--- src/rtl/alu_drv_pkg.sv ---
// Shared definitions for the ALU command driver: select codes, FSM states,
// command byte layout and the reference ALU function.
package alu_drv_pkg;

  localparam logic [1:0] SEL_ADD = 2'b00;
  localparam logic [1:0] SEL_SUB = 2'b01;
  localparam logic [1:0] SEL_AND = 2'b10;
  localparam logic [1:0] SEL_MUL = 2'b11;

  typedef enum logic [1:0] {
    IDLE  = 2'b00,
    ISSUE = 2'b01,
    HOLD  = 2'b10
  } drv_state_e;

  // Command byte layout: [2:0]=A, [5:3]=B, [7:6]=sel
  localparam int CMD_A_LSB   = 0;
  localparam int CMD_B_LSB   = 3;
  localparam int CMD_SEL_LSB = 6;
  localparam int CMD_OP_W    = 3;
  localparam int CMD_SEL_W   = 2;

  localparam int REF_W = 16;

  // Wide result; callers truncate to their result width to get mod 2^RESW.
  function automatic logic [REF_W-1:0] alu_ref(input logic [1:0] sel,
                                               input logic [7:0] a,
                                               input logic [7:0] b);
    logic [REF_W-1:0] r;
    case (sel)
      SEL_ADD: r = {8'd0, a} + {8'd0, b};
      SEL_SUB: r = {8'd0, a} - {8'd0, b};
      SEL_AND: r = {8'd0, a & b};
      SEL_MUL: r = {8'd0, a} * {8'd0, b};
      default: r = 16'd0;
    endcase
    return r;
  endfunction

endpackage

--- src/rtl/alu_cmd_driver_if.sv ---
// Command stream, ALU operand/result lines and result stream of the driver.
// master = the driver itself, slave = command source / ALU / result sink.
interface alu_cmd_driver_if #(
  parameter int OPW  = 3,
  parameter int RESW = 6
);
  logic            cmd_valid;
  logic            cmd_ready;
  logic [7:0]      cmd_data;
  logic [OPW-1:0]  alu_a;
  logic [OPW-1:0]  alu_b;
  logic [1:0]      alu_sel;
  logic [RESW-1:0] alu_result;
  logic            res_valid;
  logic            res_ready;
  logic [RESW-1:0] res_data;
  logic [1:0]      res_sel;

  modport master (
    input  cmd_valid, cmd_data, alu_result, res_ready,
    output cmd_ready, alu_a, alu_b, alu_sel, res_valid, res_data, res_sel
  );

  modport slave (
    output cmd_valid, cmd_data, alu_result, res_ready,
    input  cmd_ready, alu_a, alu_b, alu_sel, res_valid, res_data, res_sel
  );
endinterface

--- src/rtl/alu_cmd_fifo.sv ---
// DEPTH x WIDTH synchronous FIFO with show-ahead read data and occupancy count.
// Memory is not reset; reset empties the FIFO through the pointers.
module alu_cmd_fifo #(
  parameter int DEPTH = 4,
  parameter int WIDTH = 8
) (
  input  logic                   clk,
  input  logic                   rst,
  input  logic                   push,
  input  logic                   pop,
  input  logic [WIDTH-1:0]       wdata,
  output logic [WIDTH-1:0]       rdata,
  output logic                   full,
  output logic                   empty,
  output logic [$clog2(DEPTH):0] level
);
  localparam int AW = $clog2(DEPTH);
  localparam int LW = AW + 1;

  logic [WIDTH-1:0] mem_r [DEPTH];
  logic [AW-1:0]    wr_ptr_r;
  logic [AW-1:0]    rd_ptr_r;
  logic [LW-1:0]    count_r;
  logic             push_s;
  logic             pop_s;

  assign full   = (count_r == LW'(DEPTH));
  assign empty  = (count_r == {LW{1'b0}});
  assign push_s = push & ~full;
  assign pop_s  = pop & ~empty;
  assign rdata  = mem_r[rd_ptr_r];
  assign level  = count_r;

  // Storage write
  always_ff @(posedge clk) begin
    if (push_s) begin
      mem_r[wr_ptr_r] <= wdata;
    end
  end

  // Pointers wrap naturally at the power-of-two depth
  always_ff @(posedge clk) begin
    if (rst) begin
      wr_ptr_r <= {AW{1'b0}};
      rd_ptr_r <= {AW{1'b0}};
      count_r  <= {LW{1'b0}};
    end else begin
      if (push_s) begin
        wr_ptr_r <= wr_ptr_r + AW'(1);
      end
      if (pop_s) begin
        rd_ptr_r <= rd_ptr_r + AW'(1);
      end
      case ({push_s, pop_s})
        2'b10:   count_r <= count_r + LW'(1);
        2'b01:   count_r <= count_r - LW'(1);
        default: count_r <= count_r;
      endcase
    end
  end
endmodule

--- src/rtl/alu_cmd_driver.sv ---
// Sequences buffered ALU commands onto the combinational ALU and returns results
// on a valid/ready port. Optional reference checker: ALU_DRIVER_SELFCHECK_EN.
module alu_cmd_driver
  import alu_drv_pkg::*;
#(
  parameter int DEPTH  = 4,
  parameter int SETTLE = 1,
  parameter int OPW    = 3,
  parameter int RESW   = 6
) (
  input  logic                   clk,
  input  logic                   rst,
  alu_cmd_driver_if.master       bus,
  output logic                   busy,
  output logic [$clog2(DEPTH):0] level
`ifdef ALU_DRIVER_SELFCHECK_EN
  ,
  output logic                   mismatch,
  output logic [7:0]             mismatch_cmd
`endif
);
  localparam int CW = (SETTLE > 1) ? $clog2(SETTLE) : 1;

  drv_state_e      state_r;
  drv_state_e      next_state_s;
  logic [CW-1:0]   cnt_r;
  logic            cnt_zero_s;
  logic [OPW-1:0]  alu_a_r;
  logic [OPW-1:0]  alu_b_r;
  logic [1:0]      alu_sel_r;
  logic            res_valid_r;
  logic [RESW-1:0] res_data_r;
  logic [1:0]      res_sel_r;
  logic            full_s;
  logic            empty_s;
  logic [7:0]      head_s;
  logic            push_s;
  logic            pop_s;
  logic            cnt_dec_s;
  logic            capture_s;
  logic            release_s;
  logic            res_hs_s;

  assign push_s     = bus.cmd_valid & ~full_s;
  assign cnt_zero_s = (cnt_r == {CW{1'b0}});
  assign res_hs_s   = res_valid_r & bus.res_ready;

  alu_cmd_fifo #(
    .DEPTH (DEPTH),
    .WIDTH (8)
  ) u_fifo (
    .clk   (clk),
    .rst   (rst),
    .push  (push_s),
    .pop   (pop_s),
    .wdata (bus.cmd_data),
    .rdata (head_s),
    .full  (full_s),
    .empty (empty_s),
    .level (level)
  );

  // FSM state register
  always_ff @(posedge clk) begin
    if (rst) begin
      state_r <= IDLE;
    end else begin
      state_r <= next_state_s;
    end
  end

  // FSM next-state logic
  always_comb begin
    next_state_s = state_r;
    case (state_r)
      IDLE: begin
        if (!empty_s) begin
          next_state_s = ISSUE;
        end else begin
          next_state_s = IDLE;
        end
      end
      ISSUE: begin
        if (cnt_zero_s) begin
          next_state_s = HOLD;
        end else begin
          next_state_s = ISSUE;
        end
      end
      HOLD: begin
        // Back-to-back issue straight from HOLD avoids an IDLE bubble
        if (res_hs_s) begin
          if (!empty_s) begin
            next_state_s = ISSUE;
          end else begin
            next_state_s = IDLE;
          end
        end else begin
          next_state_s = HOLD;
        end
      end
      default: next_state_s = IDLE;
    endcase
  end

  // FSM control strobes
  always_comb begin
    pop_s     = 1'b0;
    cnt_dec_s = 1'b0;
    capture_s = 1'b0;
    release_s = 1'b0;
    case (state_r)
      IDLE: begin
        if (!empty_s) begin
          pop_s = 1'b1;
        end else begin
          pop_s = 1'b0;
        end
      end
      ISSUE: begin
        if (cnt_zero_s) begin
          capture_s = 1'b1;
        end else begin
          cnt_dec_s = 1'b1;
        end
      end
      HOLD: begin
        if (res_hs_s) begin
          release_s = 1'b1;
          pop_s     = ~empty_s;
        end else begin
          release_s = 1'b0;
        end
      end
      default: begin
        pop_s = 1'b0;
      end
    endcase
  end

  // Operand registers load only on pop, so they stay frozen through ISSUE
  always_ff @(posedge clk) begin
    if (rst) begin
      alu_a_r   <= {OPW{1'b0}};
      alu_b_r   <= {OPW{1'b0}};
      alu_sel_r <= 2'b00;
      cnt_r     <= {CW{1'b0}};
    end else begin
      if (pop_s) begin
        alu_a_r   <= OPW'(head_s[CMD_A_LSB +: CMD_OP_W]);
        alu_b_r   <= OPW'(head_s[CMD_B_LSB +: CMD_OP_W]);
        alu_sel_r <= head_s[CMD_SEL_LSB +: CMD_SEL_W];
        cnt_r     <= CW'(SETTLE - 1);
      end else if (cnt_dec_s) begin
        cnt_r <= cnt_r - CW'(1);
      end
    end
  end

  // Result register and valid flag
  always_ff @(posedge clk) begin
    if (rst) begin
      res_valid_r <= 1'b0;
      res_data_r  <= {RESW{1'b0}};
      res_sel_r   <= 2'b00;
    end else begin
      if (capture_s) begin
        res_valid_r <= 1'b1;
        res_data_r  <= bus.alu_result;
        res_sel_r   <= alu_sel_r;
      end else if (release_s) begin
        res_valid_r <= 1'b0;
      end
    end
  end

  assign bus.cmd_ready = ~full_s;
  assign bus.alu_a     = alu_a_r;
  assign bus.alu_b     = alu_b_r;
  assign bus.alu_sel   = alu_sel_r;
  assign bus.res_valid = res_valid_r;
  assign bus.res_data  = res_data_r;
  assign bus.res_sel   = res_sel_r;
  assign busy          = (state_r != IDLE) | ~empty_s;

`ifdef ALU_DRIVER_SELFCHECK_EN
  logic [RESW-1:0] ref_s;
  logic            mismatch_r;
  logic [7:0]      mismatch_cmd_r;

  assign ref_s = RESW'(alu_ref(alu_sel_r, 8'(alu_a_r), 8'(alu_b_r)));

  // Sticky flag; only the first failing command is kept for diagnosis
  always_ff @(posedge clk) begin
    if (rst) begin
      mismatch_r     <= 1'b0;
      mismatch_cmd_r <= 8'h00;
    end else begin
      if (capture_s && (ref_s != bus.alu_result) && !mismatch_r) begin
        mismatch_r     <= 1'b1;
        mismatch_cmd_r <= {alu_sel_r, 3'(alu_b_r), 3'(alu_a_r)};
      end
    end
  end

  assign mismatch     = mismatch_r;
  assign mismatch_cmd = mismatch_cmd_r;
`endif
endmodule

--- src/flat_wrapper.sv ---
// flat-port wrapper written by rule: the top's interface ports become plain ports
module alu_cmd_driver_flat import alu_drv_pkg::*;
#(
  parameter int DEPTH  = 4,
  parameter int SETTLE = 1,
  parameter int OPW    = 3,
  parameter int RESW   = 6
)
  (clk, rst, busy, level, bus_cmd_valid, bus_cmd_data, bus_alu_result, bus_res_ready, bus_cmd_ready, bus_alu_a, bus_alu_b, bus_alu_sel, bus_res_valid, bus_res_data, bus_res_sel);
  alu_cmd_driver_if #(.OPW(OPW), .RESW(RESW)) bus_i ();
  input  logic clk;
  input  logic rst;
  output logic busy;
  output logic [$clog2(DEPTH):0] level;
  input wire logic [$bits(bus_i.cmd_valid)-1:0] bus_cmd_valid;
  input wire logic [$bits(bus_i.cmd_data)-1:0] bus_cmd_data;
  input wire logic [$bits(bus_i.alu_result)-1:0] bus_alu_result;
  input wire logic [$bits(bus_i.res_ready)-1:0] bus_res_ready;
  output wire logic [$bits(bus_i.cmd_ready)-1:0] bus_cmd_ready;
  output wire logic [$bits(bus_i.alu_a)-1:0] bus_alu_a;
  output wire logic [$bits(bus_i.alu_b)-1:0] bus_alu_b;
  output wire logic [$bits(bus_i.alu_sel)-1:0] bus_alu_sel;
  output wire logic [$bits(bus_i.res_valid)-1:0] bus_res_valid;
  output wire logic [$bits(bus_i.res_data)-1:0] bus_res_data;
  output wire logic [$bits(bus_i.res_sel)-1:0] bus_res_sel;
  assign bus_i.cmd_valid = bus_cmd_valid;
  assign bus_i.cmd_data = bus_cmd_data;
  assign bus_i.alu_result = bus_alu_result;
  assign bus_i.res_ready = bus_res_ready;
  assign bus_cmd_ready = bus_i.cmd_ready;
  assign bus_alu_a = bus_i.alu_a;
  assign bus_alu_b = bus_i.alu_b;
  assign bus_alu_sel = bus_i.alu_sel;
  assign bus_res_valid = bus_i.res_valid;
  assign bus_res_data = bus_i.res_data;
  assign bus_res_sel = bus_i.res_sel;
  alu_cmd_driver #(.DEPTH(DEPTH), .SETTLE(SETTLE), .OPW(OPW), .RESW(RESW)) u_core (.clk(clk), .rst(rst), .bus(bus_i), .busy(busy), .level(level));
endmodule
--- config.mk ---
export PLATFORM = sky130hd
export DESIGN_NAME = alu_cmd_driver_flat
export DESIGN_NICKNAME = d
export VERILOG_FILES = /design/src/rtl/alu_drv_pkg.sv /design/src/rtl/alu_cmd_driver_if.sv /design/src/rtl/alu_cmd_fifo.sv /design/src/rtl/alu_cmd_driver.sv /design/src/flat_wrapper.sv
export SDC_FILE = /design/constraint.sdc
export NUM_CORES = 1
export LEC_CHECK = 0
export ABC_AREA = 1
export CORE_ASPECT_RATIO = 0.6
export CORE_MARGIN = 10
export CORE_UTILIZATION = 39
export CTS_CLUSTER_DIAMETER = 150
export DETAILED_ROUTE_END_ITERATION = 10
export PLACE_DENSITY = 0.64
export SLEW_MARGIN = 10
export SYNTH_ARGS = -nofsm -noshare
export SYNTH_HDL_FRONTEND = slang
export SYNTH_SLANG_ARGS = --single-unit
--- constraint.sdc ---
create_clock -name clk -period 2.3 [get_ports clk]
set_clock_uncertainty 0.1 [all_clocks]
set_input_delay 0.345 -clock clk [delete_from_list [all_inputs] [get_ports clk]]
set_output_delay 0.345 -clock clk [all_outputs]
set_load 0.01 [all_outputs]
==> flow_summary.yaml, run 1 <==
route:
  detail_route.wl_per_cell_um: 12.9
  first_pass_iters: 4
  drtIter0Drc: 74
  route.detailed.drc: 0
  wl_mm: 5.15
  detail-route-antenna-nets: 0
  detailroute.via_count: 1792
  average_via_count_per_standard_cell: 4.49
sta:
  timing.final.crit_period_ns: 2.07
  final_hold_viol_count: 0
  fin_tns_setup_ns: 0
  clock.fmax_mhz: 483
  setup_slack_ns: 0.227
  final.period_utilization: 0.901
  hold_slack_ns: 0.340
  worst-slew-pin-transition_ns: 0.464
  setup_viol_count_final: 0
  grt_setup_unrepaired: "no"
  final-max-slew-violation-count: 0
  maxSlewHeadroom: 0.690
placed_design:
  numPortBuffers: 39
  dp_worst_setup_slack_ns: -0.0720
  gp_congestion: 0.771
  dpl.hpwl_mm: 3.62
power_and_ir_drop:
  irDropWorstVdd_uv: 494
  power_frac_seq: 0.375
  pwr_dens_nw_per_um2: 1250
  share_comb_of_total_power: 0.394
  p_sw_frac: 0.351
  intPower_uw: 2600
  share_clk_of_total_power: 0.232
  power.switching_uw: 1410
  static-leakage-power_uw: 0.00128
floorplanning:
  ioPinCount: 40
  floorplan.die.height_um: 81.6
  dieArea_um2: 10000
  floorplan.rows: 22
  start_util: 0.403
  dieWidth_um: 123
  design.core.area_um2: 6110
synthesis:
  ys_warn_count: 0
  synth.avg_cell_area_um2: 9.62
  number_of_cells_produced_by_synthesis: 256
  seq_area_frac_synth: 0.609
  post_synth_main_area_contributors: "sky130_fd_sc_hd__edfxtp_1 (39%), sky130_fd_sc_hd__dfxtp_1 (22%), sky130_fd_sc_hd__nand2_1 (8.7%), sky130_fd_sc_hd__nor2_1 (5.8%), sky130_fd_sc_hd__inv_1 (4.6%)"
  syn_area_um2: 2460
  mappedNetlistNets: 280
  synth_largest_type_area_fraction: 0.390
  post_synth_top_area_cell: "sky130_fd_sc_hd__edfxtp_1"
  yosysUniqueCellTypes: 24
  yosys_register_bits: 59
cts:
  clk_latency_ns: 0.34
  cts_inserted_buffers: 9
  cts.path.max_buffers: 2
  cts_tree: "done"
  cts_hold_buffers: 0
  cts_resized: 0
  cts.repair_timing.setup_buffer_count: 0
  htree_num_levels: 3
  cts.sink_count: 59
  clk_root_buffer_cell: "sky130_fd_sc_hd__clkbuf_8"
  path_clk_slew_ns: 0.06
grt:
  gr-usage-all-layers: 0.108
  number_of_antenna_violations_at_the_first_check_in_global_routing: 0
  first_global_vias: 1649
  grt_pass1_wl_mm: 8.07
  grt.overflow.total: 0
  grt_max_degree: 19
worst_setup_path:
  reg2reg_setup_slack_ns: 0.25
  worst-endpoint-required_ns: 1.86
  worstSetupEndpointType: "primary output"
  r2r_cells: 11
  crit_fanout: 4
  critical_path_class: "reg2out"
  worst_setup_path_start_kind: "register"
  worst-endpoint-arrival_ns: 1.63
final_layout:
  insertedDiodeCount: 0
  finish.utilization: 0.522
  mostFrequentLayoutCells: "sky130_fd_sc_hd__nand2_1 (57), sky130_fd_sc_hd__clkdlybuf4s50_1 (39), sky130_fd_sc_hd__nor2_1 (38)"
  layout-drive-gt1-share: 0.111
  synthToLayoutAreaGrowth_pct: 29.6
  layout.filler_cells: 566
  net_count_of_the_finished_layout: 334
  final_common_cell: "sky130_fd_sc_hd__nand2_1"
job:
  maxCapViolCount: 0
worst_hold_path:
  hold_class: "reg2reg"
  hold-path-cell-count: 2
run_status:
  status: "complete, no violations"
[critical path: stages, from the launching register on]
cell                              delay [ns]
sky130_fd_sc_hd__dfxtp_1                0.39
sky130_fd_sc_hd__inv_1                  0.13
sky130_fd_sc_hd__nand3b_4               0.12
sky130_fd_sc_hd__nand3b_1               0.12
sky130_fd_sc_hd__clkdlybuf4s50_1        0.54
[cells in the mapped netlist]
| cell type | instances |
|---|---|
| sky130_fd_sc_hd__nor2_1 | 38 |
| sky130_fd_sc_hd__nand2_4 | 1 |
| sky130_fd_sc_hd__a21oi_1 | 13 |
| sky130_fd_sc_hd__nand3b_4 | 1 |
| sky130_fd_sc_hd__o21ai_1 | 14 |
| sky130_fd_sc_hd__nand2_2 | 2 |
| sky130_fd_sc_hd__a21oi_2 | 1 |
| sky130_fd_sc_hd__nor3b_1 | 1 |
| sky130_fd_sc_hd__nand3b_2 | 1 |
| sky130_fd_sc_hd__fa_1 | 1 |
| sky130_fd_sc_hd__ha_1 | 5 |
| sky130_fd_sc_hd__nand3_1 | 6 |
| sky130_fd_sc_hd__buf_8 | 1 |
| sky130_fd_sc_hd__nand3b_1 | 1 |
| sky130_fd_sc_hd__buf_4 | 1 |
| sky130_fd_sc_hd__nand2_1 | 57 |
| sky130_fd_sc_hd__inv_1 | 30 |
| sky130_fd_sc_hd__edfxtp_1 | 32 |
| sky130_fd_sc_hd__a21oi_4 | 1 |
| sky130_fd_sc_hd__inv_2 | 1 |
| sky130_fd_sc_hd__buf_6 | 3 |
| sky130_fd_sc_hd__buf_2 | 3 |
| sky130_fd_sc_hd__dfxtp_1 | 27 |
| sky130_fd_sc_hd__o21ai_0 | 15 |
[kinds of logic (layout without fill, tap and decap cells)]
| logic type | count (synthesis) | count (layout) | synth area share |
|---|---|---|---|
| AND/OR/NAND/NOR | 108 | 108 | 0.185 |
| adder cells (fa/ha/maj) | 6 | 6 | 0.0335 |
| AO/OA/AOI/OAI | 44 | 44 | 0.0955 |
| buffers and inverters | 39 | 98 | 0.0762 |
| flip-flops | 59 | 59 | 0.609 |
[stage by stage]
stage	instances	instance area, um^2	total power [uW]
3_3_place_gp	383	2990	3080
4_1_cts	399	3190	4050
2_1_floorplan	256	2460	2530
5_1_grt	399	3190	4310
6_report	399	3190	4000
3_5_place_dp	383	2990	3110
[final cells by class]
cell class              count  area (um^2)  area share
clock buffers              15          196      0.0615
clock inverters             1         5.00     0.00157
inverters                  31          116      0.0365
multi-input cells         158          774       0.243
flip-flops and latches     59         1500       0.470
well taps                  84          105      0.0329
repair buffers             51          493       0.154
[metal layers]
metal,routed length [um],global-route usage,share of wire,up-vias
met5,0,0,0,-
met4,57,0.0351,0.011,0
met3,383,0.0699,0.074,7
met2,2230,0.157,0.43,27
met1,2480,0.127,0.48,827
li1,-,-,-,931
[worst paths after layout]
check                         start                endpoint
max          u_core.u_fifo.level[0]                    busy
min          u_core.bus.res_data[0]  u_core.bus.res_data[0]
max reg2reg  u_core.u_fifo.level[0]  u_core.u_fifo.level[2]
min reg2reg  u_core.bus.res_data[0]  u_core.bus.res_data[0]
[power groups by stage]
stage | Sequential (uW) | Clock (uW) | Combinational [uW]
3_3_place_gp | 1520 | 0 | 1570
3_5_place_dp | 1520 | 0 | 1590
6_report | 1500 | 927 | 1580
2_1_floorplan | 1540 | 0 | 987
5_1_grt | 1540 | 993 | 1780
4_1_cts | 1500 | 951 | 1600
[flip-flops by register name (all words and copies together) (netlist names)]
| register | flops |
|---|---|
| u_core.bus.alu_a | 3 |
| u_core.bus.alu_sel | 2 |
| u_core.bus.res_data | 6 |
| u_core.cnt_r | 1 |
| u_core.bus.alu_b | 3 |
| u_core.state_r | 2 |
| u_core.bus.res_sel | 2 |
| u_core.u_fifo.mem_r | 32 |
| u_core.u_fifo.rd_ptr_r | 2 |
| u_core.bus.res_valid | 1 |
| u_core.u_fifo.level | 3 |
| u_core.u_fifo.wr_ptr_r | 2 |
(Power assumes the default switching activity.)
==> run 2, diff against run 1 <==
CORE_UTILIZATION = 45   (was 39)
PLACE_DENSITY = 0.72   (was 0.64)
clock period = 2.5 ns   (was 2.3 ns; I/O delays follow)
==> run 2 against run 1 <==
  * Cell area fell by 2.6%
  * Total power fell by 11%
  * Largest power group unchanged
  * First-iteration DRC count rose by 73%
  * Critical path type is now reg2reg
  * Critical endpoint is now u_core.u_fifo.level[2]
  * Final cell count fell by 5.5%
  * Combinational power fell by 9%
==> flow_summary.yaml, run 2 (synthesized netlist as in run 1, its figures left out) <==
floorplanning:
  floorplan.rows: 20
  dieArea_um2: 8930
  dieWidth_um: 116
  floorplan.die.height_um: 77.3
  design.core.area_um2: 5180
  start_util: 0.476
  ioPinCount: 40
final_layout:
  largest_register_ffs: 32
  final_common_cell: "sky130_fd_sc_hd__nand2_1"
  layout-drive-gt1-share: 0.0965
  regMostFlops: "u_core.u_fifo.mem_r"
  final-seq-area_um2: 1500
  insertedDiodeCount: 0
  net_count_of_the_finished_layout: 330
  mostFrequentLayoutCells: "sky130_fd_sc_hd__nand2_1 (57), sky130_fd_sc_hd__clkdlybuf4s50_1 (39), sky130_fd_sc_hd__nor2_1 (38)"
  area_of_the_multi_input_gates_um2: 774
  layout.filler_cells: 455
  synthToLayoutAreaGrowth_pct: 26.2
sta:
  maxSlewHeadroom: 0.751
  final-max-slew-violation-count: 0
  clock.fmax_mhz: 460
  timing.final.crit_period_ns: 2.17
  setup_viol_count_final: 0
  grt_setup_unrepaired: "no"
  final.period_utilization: 0.869
  worst-slew-pin-transition_ns: 0.373
  fin_tns_setup_ns: 0
  hold_slack_ns: 0.345
  final_hold_viol_count: 0
worst_setup_path:
  worstSetupEndpoint: "u_core.u_fifo.level[2]"
  worstSetupEndpointType: "register"
  worstSetupPathDepth: 10
  setup.worst_path.start: "u_core.u_fifo.level[1]"
  crit_fanout: 8
  crit_top_cell: "sky130_fd_sc_hd__nand2_1"
  worst_path_dominant_cell_family: "simple AND/OR/NAND/NOR gates"
  worst-endpoint-arrival_ns: 2.31
  r2r-start: "u_core.u_fifo.level[1]"
  r2r_cells: 10
  regToRegEndpoint: "u_core.u_fifo.level[2]"
  path_cells: "inv_1 -> nand3_1 -> nand2_2 -> ha_1 -> fa_1 -> nand2_1 -> nor3b_1 -> nand2_1 -> nand2_1 -> nor2_1"
  worst_setup_path_start_kind: "register"
  cp.buffers_inverters: 1
  worst_path_largest_cell_delay_ns: 0.40
  cpMaxStageDelayCell: "sky130_fd_sc_hd__fa_1"
  critical_path_class: "reg2reg"
  reg2reg_setup_slack_ns: 0.33
  worst-endpoint-required_ns: 2.63
cts:
  cts_inserted_buffers: 9
  cts.path.max_buffers: 2
  cts_resized: 0
  path_clk_slew_ns: 0.07
  cts.repair_timing.setup_buffer_count: 0
  cts_tree: "done"
  htree_num_levels: 3
  clk_root_buffer_cell: "sky130_fd_sc_hd__clkbuf_8"
  clk_latency_ns: 0.33
  cts_hold_buffers: 0
  cts.sink_count: 59
job:
  maxCapViolCount: 0
placed_design:
  numPortBuffers: 39
  dpl.hpwl_mm: 3.60
  gp_congestion: 0.798
route:
  first_pass_iters: 4
  route.detailed.drc: 0
  detailroute.via_count: 1744
  wl_mm: 4.98
  average_via_count_per_standard_cell: 4.63
  drtIter0Drc: 128
  detail-route-antenna-nets: 0
  detail_route.wl_per_cell_um: 13.2
power_and_ir_drop:
  power_frac_seq: 0.380
  pwr_dens_nw_per_um2: 1150
  share_clk_of_total_power: 0.215
  p_sw_frac: 0.357
  intPower_uw: 2290
  static-leakage-power_uw: 0.00124
  share_comb_of_total_power: 0.404
  irDropWorstVdd_uv: 658
  power.switching_uw: 1270
worst_hold_path:
  hold-path-cell-count: 2
  hold_class: "reg2reg"
grt:
  gr-usage-all-layers: 0.118
  grt_max_degree: 20
  grt_pass1_wl_mm: 8.14
  grt.overflow.total: 0
  first_global_vias: 1688
  number_of_antenna_violations_at_the_first_check_in_global_routing: 0
run_status:
  status: "complete, no violations"
[run 2: worst min-delay path by stage]
stage / start / slack (ns) / endpoint
2_1_floorplan: rst / 0.34 / u_core.u_fifo.rd_ptr_r[1]
3_3_place_gp: u_core.bus.res_sel[1] / 0.33 / u_core.bus.res_sel[1]
3_5_place_dp: u_core.bus.res_data[5] / 0.34 / u_core.bus.res_data[5]
4_1_cts: u_core.bus.res_data[5] / 0.35 / u_core.bus.res_data[5]
5_1_grt: u_core.bus.res_data[2] / 0.37 / u_core.bus.res_data[2]
6_report: u_core.bus.res_data[5] / 0.35 / u_core.bus.res_data[5]
[run 2: layout make-up]
type / instances / area share
Tap cell: 66 / 0.0266
Sequential cell: 59 / 0.483
Multi-Input combinational cell: 158 / 0.249
Inverter: 31 / 0.0374
Clock buffer: 14 / 0.0556
Timing Repair Buffer: 47 / 0.145
Clock inverter: 2 / 0.00322
[run 2: metal layers]
layer	part of all wire	track usage	routed length, um	vias up
li1	-	-	-	923
met1	0.47	0.141	2360	785
met2	0.44	0.178	2210	27
met3	0.071	0.0645	351	9
met4	0.011	0.0378	54	0
met5	0	0	0	-
[run 2: metrics by stage]
stage / setup WS (ns) / power, uW / std cells / instance area, um^2 / util
floorplan: 0.433 / 2320 / 256 / 2460 / -
global placement: 0.0920 / 2780 / 361 / 2930 / 0.565
detailed placement: 0.0710 / 2820 / 361 / 2930 / 0.565
CTS: 0.338 / 3600 / 377 / 3110 / 0.600
global route: 0.107 / 3860 / 377 / 3110 / 0.600
finish: 0.328 / 3560 / 377 / 3110 / 0.600
[run 2: power groups by stage]
stage	combinational (uW)	sequential, uW	clock [uW]
2_1_floorplan	908	1420	0
3_3_place_gp	1410	1370	0
4_1_cts	1460	1360	787
6_report	1440	1350	767
3_5_place_dp	1450	1370	0
5_1_grt	1640	1380	834
[run 2: worst reg2reg max path: cells and delay by family (launching register included)]
| family | cells | cell delay, ns |
|---|---|---|
| adder cells (fa/ha/maj) | 2 | 0.67 |
| buffers and inverters | 1 | 0.12 |
| AND/OR/NAND/NOR | 7 | 0.81 |
| flip-flops | 1 | 0.38 |
==> run 3, diff against run 2 <==
PLACE_DENSITY = 0.75   (was 0.72)
clock period = 1.9 ns   (was 2.5 ns; I/O delays follow)
==> run 3 against run 2 <==
  * Total power rose by 42%
  * Clock power rose by 29%
  * Global-route usage increased by 1.0 points
  * First-iteration DRC count decreased by 34%
  * Via count increased by 5.0%
  * Largest power group unchanged
  * Worst hold slack got worse by 0.0027 ns
  * Final cell count is 3.7% higher
  * Count of clock-buffer cells in the layout decreased by 1
  * Flip-flop and latch count did not move
  * Combinational power increased by 58%
==> flow_summary.yaml, run 3 (synthesized netlist as in run 1, its figures left out) <==
worst_setup_path:
  path_cells: "clkdlybuf4s50_1 -> nand2_2 -> a21oi_4 -> nand2_4 -> inv_2 -> ha_4 -> fa_2 -> nor2_1 -> nor3b_4 -> nand2_1 -> nand2_1 -> nor2_1"
  cpMaxStageDelayCell: "sky130_fd_sc_hd__clkdlybuf4s50_1"
  cp.buffers_inverters: 2
  r2r_cells: 10
  worst-endpoint-required_ns: 2.02
  worstSetupEndpointType: "register"
  worst_path_largest_cell_delay_ns: 0.47
  reg2reg_setup_slack_ns: 0.09
  crit_fanout: 3
  worst_path_dominant_cell_family: "simple AND/OR/NAND/NOR gates"
  worst_setup_path_start_kind: "input port"
  critical_path_class: "in2reg"
  worst-endpoint-arrival_ns: 1.96
  r2r-start: "u_core.u_fifo.level[2]"
  regToRegEndpoint: "u_core.u_fifo.level[2]"
floorplanning:
  floorplan.die.height_um: 77.3
  ioPinCount: 40
  design.core.area_um2: 5180
  dieArea_um2: 8930
  start_util: 0.476
  dieWidth_um: 116
  floorplan.rows: 20
job:
  maxCapViolCount: 0
sta:
  clock.fmax_mhz: 544
  timing.final.crit_period_ns: 1.84
  final-max-slew-violation-count: 0
  final_hold_viol_count: 0
  worst-slew-pin-transition_ns: 0.345
  maxSlewHeadroom: 0.769
  final.period_utilization: 0.967
  setup_viol_count_final: 0
power_and_ir_drop:
  share_comb_of_total_power: 0.451
  intPower_uw: 3230
  irDropWorstVdd_uv: 681
  p_sw_frac: 0.360
  power.switching_uw: 1820
  share_clk_of_total_power: 0.196
  power_frac_seq: 0.353
  static-leakage-power_uw: 0.00131
  pwr_dens_nw_per_um2: 1560
worst_hold_path:
  hold_end: "u_core.bus.res_data[3]"
  hold_class: "reg2reg"
  hold-path-cell-count: 2
  min_from: "u_core.bus.res_data[3]"
grt:
  grt_pass1_wl_mm: 8.92
  grt.overflow.total: 0
  first_global_vias: 1843
  grt_max_degree: 19
  gr-usage-all-layers: 0.129
  number_of_antenna_violations_at_the_first_check_in_global_routing: 0
final_layout:
  layout-drive-gt1-share: 0.166
  net_count_of_the_finished_layout: 344
  synthToLayoutAreaGrowth_pct: 31.8
  mostFrequentLayoutCells: "sky130_fd_sc_hd__nand2_1 (57), sky130_fd_sc_hd__nor2_1 (38), sky130_fd_sc_hd__clkdlybuf4s50_1 (38)"
  final_common_cell: "sky130_fd_sc_hd__nand2_1"
  largest_register_ffs: 32
  insertedDiodeCount: 0
  finish.utilization: 0.627
  fin_area_um2: 3250
  regMostFlops: "u_core.u_fifo.mem_r"
  layoutNonFillerInstCount: 391
cts:
  htree_num_levels: 3
  cts_inserted_buffers: 9
  cts.path.max_buffers: 2
  clk_root_buffer_cell: "sky130_fd_sc_hd__clkbuf_8"
  cts.sink_count: 59
  path_clk_slew_ns: 0.06
  cts_tree: "done"
  clk_latency_ns: 0.32
  cts_hold_buffers: 0
placed_design:
  dpl.hpwl_mm: 3.83
  numPlacedInstances: 371
  numPortBuffers: 39
  gp_congestion: 0.767
  post_dp_cell_area_um2: 3010
route:
  drtIter0Drc: 84
  average_via_count_per_standard_cell: 4.69
  wl_mm: 5.50
  first_pass_iters: 4
  detail-route-antenna-nets: 0
  detail_route.wl_per_cell_um: 14.1
  route.detailed.drc: 0
  detailroute.via_count: 1832
run_status:
  status: "complete, no violations"
==> run 3: worst max path at each step <==
stage / from / end / cells past startpoint
floorplan: u_core.u_fifo.level[0] / u_core.u_fifo.level[2] / 10
global placement: bus_res_ready / u_core.u_fifo.level[2] / 12
detailed placement: bus_res_ready / u_core.u_fifo.level[2] / 12
CTS: bus_res_ready / u_core.u_fifo.level[1] / 9
global route: u_core.bus.res_valid / u_core.u_fifo.level[2] / 11
finish: bus_res_ready / u_core.u_fifo.level[2] / 12
==> run 3: power groups by stage <==
stage | Combinational, uW | Sequential (uW) | Clock (uW)
detailed placement | 2110 | 1800 | 0
finish | 2280 | 1790 | 990
CTS | 2110 | 1780 | 1010
floorplan | 1210 | 1870 | 0
global placement | 2040 | 1790 | 0
global route | 2550 | 1820 | 1080
==> run 3: worst register-to-register path, cell delays in order, from the launching register on <==
cell and delay, ns:
sky130_fd_sc_hd__dfxtp_1 0.31, sky130_fd_sc_hd__buf_4 0.15, sky130_fd_sc_hd__nand3_2 0.10, sky130_fd_sc_hd__nand2_4 0.07, sky130_fd_sc_hd__ha_4 0.17, sky130_fd_sc_hd__fa_2 0.36, sky130_fd_sc_hd__nor2_1 0.20, sky130_fd_sc_hd__nor3b_4 0.07
sky130_fd_sc_hd__nand2_1 0.06, sky130_fd_sc_hd__nand2_1 0.04, sky130_fd_sc_hd__nor2_1 0.11
==> run 3: area by class of cell <==
class / count / area [um^2]
Clock buffer: 13 / 159
Fill cell: 421 / 1930
Tap cell: 66 / 82.6
Clock inverter: 3 / 15.0
Timing Repair Buffer: 61 / 554
Inverter: 31 / 121
Multi-Input combinational cell: 158 / 811
Sequential cell: 59 / 1510
==> run 3: through the flow <==
step,worst slack (ns),TNS [ns],total power (uW),hold slack (ns)
after global routing,-0.0323,-0.0323,5440,0.368
after global placement,-0.292,-0.636,3830,0.331
final,0.0618,0,5050,0.343
after floorplan,0.000208,0,3080,0.247
after detailed placement,-0.357,-0.796,3910,0.336
after CTS,0.0111,0,4900,0.345
==> run 3: per-layer routing <==
metal | share of wire | vias to the layer above | global-route usage
met3 | 0.070 | 6 | 0.0575
met4 | 0.0093 | 0 | 0.0491
met1 | 0.44 | 824 | 0.160
li1 | - | 953 | -
met2 | 0.48 | 49 | 0.191
met5 | 0 | - | 0
==> run 3: what timing repair did <==
item                                    in CTS  in global routing
setup buffers                                0                  4
gates cloned                                 0                  0
endpoints found under the setup margin       2                  2
resized for setup                            2                 10
pin swaps                                    0                  5
